<file path="src/rtl/wave_capture.sv">
// wave_capture: arms on a positive-going zero crossing of the audio stream and
// writes one capture of offset-binary samples into the bank the display is not
// reading. Banks swap only while the display is idle, so the display never
// scans a buffer that is still being filled.
module wave_capture #(
  parameter int unsigned NUM_SAMPLES = 256,
  parameter int unsigned ARM_TIMEOUT = 4096
) (
  input  logic        clk,
  input  logic        reset_n,
  input  logic        new_sample_ready,
  input  logic [15:0] new_sample_in,
  input  logic        wave_display_idle,
  output logic        write_enable,
  output logic [8:0]  write_address,
  output logic [7:0]  write_sample,
  output logic        read_index
);

  // Arm counter only needs to reach ARM_TIMEOUT-1; with forcing disabled it wraps harmlessly.
  localparam int unsigned AW = (ARM_TIMEOUT > 1) ? $clog2(ARM_TIMEOUT) : 1;
  localparam logic [AW-1:0] ARM_LAST = AW'(ARM_TIMEOUT - 1);
  localparam logic [7:0]    IDX_LAST = 8'(NUM_SAMPLES - 1);

  typedef enum logic [1:0] {
    ST_ARMED  = 2'd0,
    ST_ACTIVE = 2'd1,
    ST_WAIT   = 2'd2
  } state_t;

  state_t        r_state;
  logic [7:0]    r_idx;
  logic [AW-1:0] r_arm_cnt;
  logic          r_prev_neg;

  logic          w_crossing;
  logic          w_forced;
  logic [7:0]    w_offset;

  assign w_crossing = r_prev_neg & ~new_sample_in[15];
  assign w_forced   = (ARM_TIMEOUT != 0) && (r_arm_cnt == ARM_LAST);
  assign w_offset   = {~new_sample_in[15], new_sample_in[14:8]};

  // Capture FSM with registered RAM write port and bank select.
  always_ff @(posedge clk or negedge reset_n) begin
    if (!reset_n) begin
      r_state       <= ST_ARMED;
      r_idx         <= '0;
      r_arm_cnt     <= '0;
      r_prev_neg    <= 1'b0;
      read_index    <= 1'b0;
      write_enable  <= 1'b0;
      write_address <= '0;
      write_sample  <= '0;
    end else begin
      write_enable <= 1'b0;
      if (new_sample_ready) begin
        r_prev_neg <= new_sample_in[15];
      end

      case (r_state)
        ST_ARMED: begin
          if (new_sample_ready) begin
            if (w_crossing || w_forced) begin
              write_enable  <= 1'b1;
              write_address <= {~read_index, 8'd0};
              write_sample  <= w_offset;
              r_idx         <= 8'd1;
              r_arm_cnt     <= '0;
              r_state       <= ST_ACTIVE;
            end else begin
              r_arm_cnt <= r_arm_cnt + AW'(1);
            end
          end
        end

        ST_ACTIVE: begin
          if (new_sample_ready) begin
            write_enable  <= 1'b1;
            write_address <= {~read_index, r_idx};
            write_sample  <= w_offset;
            if (r_idx == IDX_LAST) begin
              r_idx   <= '0;
              r_state <= ST_WAIT;
            end else begin
              r_idx <= r_idx + 8'd1;
            end
          end
        end

        ST_WAIT: begin
          // A strobe in the swap cycle is deliberately dropped; only prev_neg sees it.
          if (wave_display_idle) begin
            read_index <= ~read_index;
            r_arm_cnt  <= '0;
            r_state    <= ST_ARMED;
          end
        end

        default: begin
          r_idx     <= '0;
          r_arm_cnt <= '0;
          r_state   <= ST_ARMED;
        end
      endcase
    end
  end

endmodule

</file>
<file path="config.mk">
export PLATFORM = sky130hd
export DESIGN_NAME = wave_capture
export DESIGN_NICKNAME = d
export VERILOG_FILES = /design/src/rtl/wave_capture.sv
export SDC_FILE = /design/constraint.sdc
export NUM_CORES = 1
export LEC_CHECK = 0
export ABC_CLOCK_PERIOD_IN_PS = 5100
export CAP_MARGIN = 5
export CORE_MARGIN = 8
export CORE_UTILIZATION = 56
export CTS_CLUSTER_DIAMETER = 80
export DETAILED_ROUTE_END_ITERATION = 16
export GPL_ROUTABILITY_DRIVEN = 0
export PLACE_DENSITY = 0.87
export SLEW_MARGIN = 20
export SYNTH_ARGS = -nofsm -noshare
export SYNTH_HDL_FRONTEND = slang
export SYNTH_SLANG_ARGS = --single-unit
</file>
<file path="constraint.sdc">
create_clock -name clk -period 5.1 [get_ports clk]
set_clock_uncertainty 0.15 [all_clocks]
set_input_delay 1.02 -clock clk [delete_from_list [all_inputs] [get_ports clk]]
set_output_delay 1.02 -clock clk [all_outputs]
set_load 0.02 [all_outputs]
</file>
==> flow_metrics.env <==
export IMPL_rsz0062_at_grt="false"
export IMPL_synth_compound_area_frac=0.2053
export IMPL_synth_net_count=217
export IMPL_layout_min_cycle_time_ns=3.228
export IMPL_track_usage=0.1566
export IMPL_crit_family="buffers and inverters"
export IMPL_path_cells="clkdlybuf4s50_1 -> inv_1 -> nor2_1 -> nand2b_2 -> inv_4 -> mux2_4"
export IMPL_path_max_fanout=11
export IMPL_grt_overflow=0
export IMPL_cts_setup_buffers=0
export IMPL_ioPinCount=39
export IMPL_r2r_setup_slack_ns=2.37
export IMPL_worst_path_buf_inv=3
export IMPL_vias_per_cell=6.249
export IMPL_synth_xor_area_frac=0.004177
export IMPL_die_area_sq_mm=0.005959
export IMPL_port_buffers=30
export IMPL_root_buffer="clkbuf_8"
export IMPL_antenna_found_initial=0
export IMPL_whs_ns=0.3430
export IMPL_cp_arrival_ns=3.26
export IMPL_setup_tns_final_ns=0
export IMPL_cts_hold_buf=0
export IMPL_cts_max_level=2
export IMPL_ir_drop_v=0.0002519
export IMPL_synth_edf_count=0
export IMPL_slew_violations=0
export IMPL_r2r_cells=6
export IMPL_r2r_start="r_arm_cnt[0]"
export IMPL_postCtsResizedCells=0
export IMPL_postPlaceCellArea_sq_mm=0.002436
export IMPL_cp_slowest_stage_delay_ns=0.64
export IMPL_clockBufferDepth=2
export IMPL_worstReg2RegEnd="write_sample[2]"
export IMPL_die_w_microns=77.20
export IMPL_synth_flop_cell="dfrtp_1"
export IMPL_drive_above_1_share=0.1179
export IMPL_fin_crit_sh=0.6329
export IMPL_async_flop_share=1.000
export IMPL_tritoncts="done"
export IMPL_setup_viol=0
export IMPL_fin_nets=250
export IMPL_status="complete, no violations"
export IMPL_std_cell_rows=22
export IMPL_area_delta_synth_final_pct=21.36
export IMPL_worst_slew_pin_transition_ns=0.9782
export IMPL_p_leak_nw=1.074
export IMPL_maxCapViolCount=0
export IMPL_drt_iter0_markers=97
export IMPL_final_cells=277
export IMPL_layout_common_cells="dfrtp_1 (42), clkdlybuf4s50_1 (29), nand2_1 (17), nand3_1 (13)"
export IMPL_yosysUniqueCellTypes=46
export IMPL_cts_sinks=42
export IMPL_grt_pass1_vias=1670
export IMPL_firstDrtPassIters=4
export IMPL_start_kind="primary input"
export IMPL_dp_cells=269
export IMPL_stdcell_area_sq_mm=0.002545
export IMPL_vias=1731
export IMPL_design_core_area_sq_mm=0.003633
export IMPL_synthMuxAreaShare=0.06563
export IMPL_postRouteAntennaNets=0
export IMPL_yosysSeqAreaShare=0.5012
export IMPL_path_clk_slew_ns=0.07
export IMPL_die_h_microns=77.20
export IMPL_hold_violations=0
export IMPL_syn_avg_cell_area_sq_um=10.75
export IMPL_critical_path_class="in -> reg"
export IMPL_hp_class="reg -> reg"
export IMPL_initial_core_util=0.5771
export IMPL_grt_max_degree=43
export IMPL_syn_instance_count=195
export IMPL_grt_pass1_wl_microns=7790
export IMPL_min_delay_start="read_index"
export IMPL_syn_area_sq_mm=0.002097
export IMPL_power_density_mw_per_mm2=538.1
export IMPL_min_path_cells=1
export IMPL_clk_latency_ns=0.30
export IMPL_cts_made_buffers=5
export IMPL_ys_ff_latch=42
export IMPL_dp_hpwl_microns=3098
export IMPL_end_kind="register"
export IMPL_synth_top_family_by_area="compound AO/OA/AOI/OAI gates"
export IMPL_drc=0
export IMPL_min_to="read_index"
export IMPL_synthSimpleGateAreaFrac=0.1868
export IMPL_fmax_mhz=309.8
export IMPL_wire_per_inst_microns=16.55
export IMPL_crit_required_ns=5.13
export IMPL_ys_warnings_count=0
export IMPL_layout_commonest_cell="dfrtp_1"
export IMPL_synth_adder_area_share=0.01193
export IMPL_wl_microns=4584
export IMPL_crit_slowest_cell="clkdlybuf4s50_1"
export IMPL_diodes=0
export IMPL_relSlewSlack=0.3429
-- synth_stat cells (all sizes together), types with 2 or more instances --
library cell | n | area, sq um
nand2 | 17 | 63.81
and4 | 5 | 48.80
o31ai | 3 | 22.52
o211ai | 4 | 30.03
nor3 | 7 | 35.03
and3 | 4 | 25.02
nand2b | 2 | 15.02
o21a | 2 | 15.01
o2bb2ai | 2 | 17.52
nor2 | 5 | 18.77
ha | 2 | 25.02
nand4 | 4 | 25.02
a21oi | 4 | 20.02
a22o | 12 | 105.1
nor4 | 3 | 18.77
a31oi | 6 | 37.54
a221o | 3 | 30.03
nand3 | 13 | 65.06
inv | 6 | 25.03
buf | 4 | 20.02
mux2 | 9 | 127.6
nor2b | 4 | 25.02
a21o | 2 | 15.01
o21ai | 12 | 60.06
dfrtp | 42 | 1051
nor3b | 2 | 15.01
-- layout make-up --
cell class / instances / area (sq um)
fillers: 290 / 1089
flip-flops and latches: 42 / 1051
multi-input cells: 141 / 993.5
repair buffers: 31 / 302.8
clock buffers: 5 / 68.82
well taps: 48 / 60.06
clock inverters: 3 / 40.04
inverters: 7 / 28.78
-- state kept, by name, indices dropped and copies added, names as in the netlist --
signal	flops
write_enable	1
write_sample	8
read_index	1
write_address	9
r_idx	8
r_prev_neg	1
r_arm_cnt	12
r_state	2
-- per-stage QoR --
stage                     setup WS, ns  utilization  power (mW)
after detailed placement         1.646       0.6705       1.115
final                            1.872       0.7004       1.369
after CTS                        1.926       0.7004       1.376
after global placement           1.593       0.6705       1.099
after global routing             1.818       0.7004       1.455
after floorplan                  2.773            -      0.8953
-- power breakdown --
group | switching (mW) | total [mW] | internal, mW
registers | 0.106 | 0.539 | 0.433
logic | 0.294 | 0.574 | 0.280
clock network | 0.112 | 0.256 | 0.144
total | 0.512 | 1.37 | 0.857
-- cell families after synthesis --
kind of cell,Yosys count
xor gates and xnor gates,1
buffers and inverters,12
DFF,42
and+or+nand+nor,71
muxes,10
adders and majority gates,2
AOI/OAI and AO/OA,57
-- layer usage --
layer,track usage,part of all wire,vias to the layer above
met5,0,0,-
met4,0.05472,0.011,0
met3,0.04895,0.071,7
met2,0.2401,0.46,72
met1,0.2023,0.46,837
li1,-,-,815
-- worst max path at each step --
stage / endpoint / startpoint / depth (start not counted) / slack (ns)
after detailed placement: write_sample[2] / new_sample_in[15] / 6 / 1.65
after global placement: write_sample[1] / new_sample_ready / 6 / 1.59
final: write_sample[2] / new_sample_ready / 6 / 1.87
after global routing: write_sample[2] / new_sample_ready / 6 / 1.82
after CTS: write_sample[2] / new_sample_ready / 6 / 1.93
after floorplan: write_sample[0] / new_sample_in[15] / 5 / 2.77
Power figures use the tool's default switching activity.
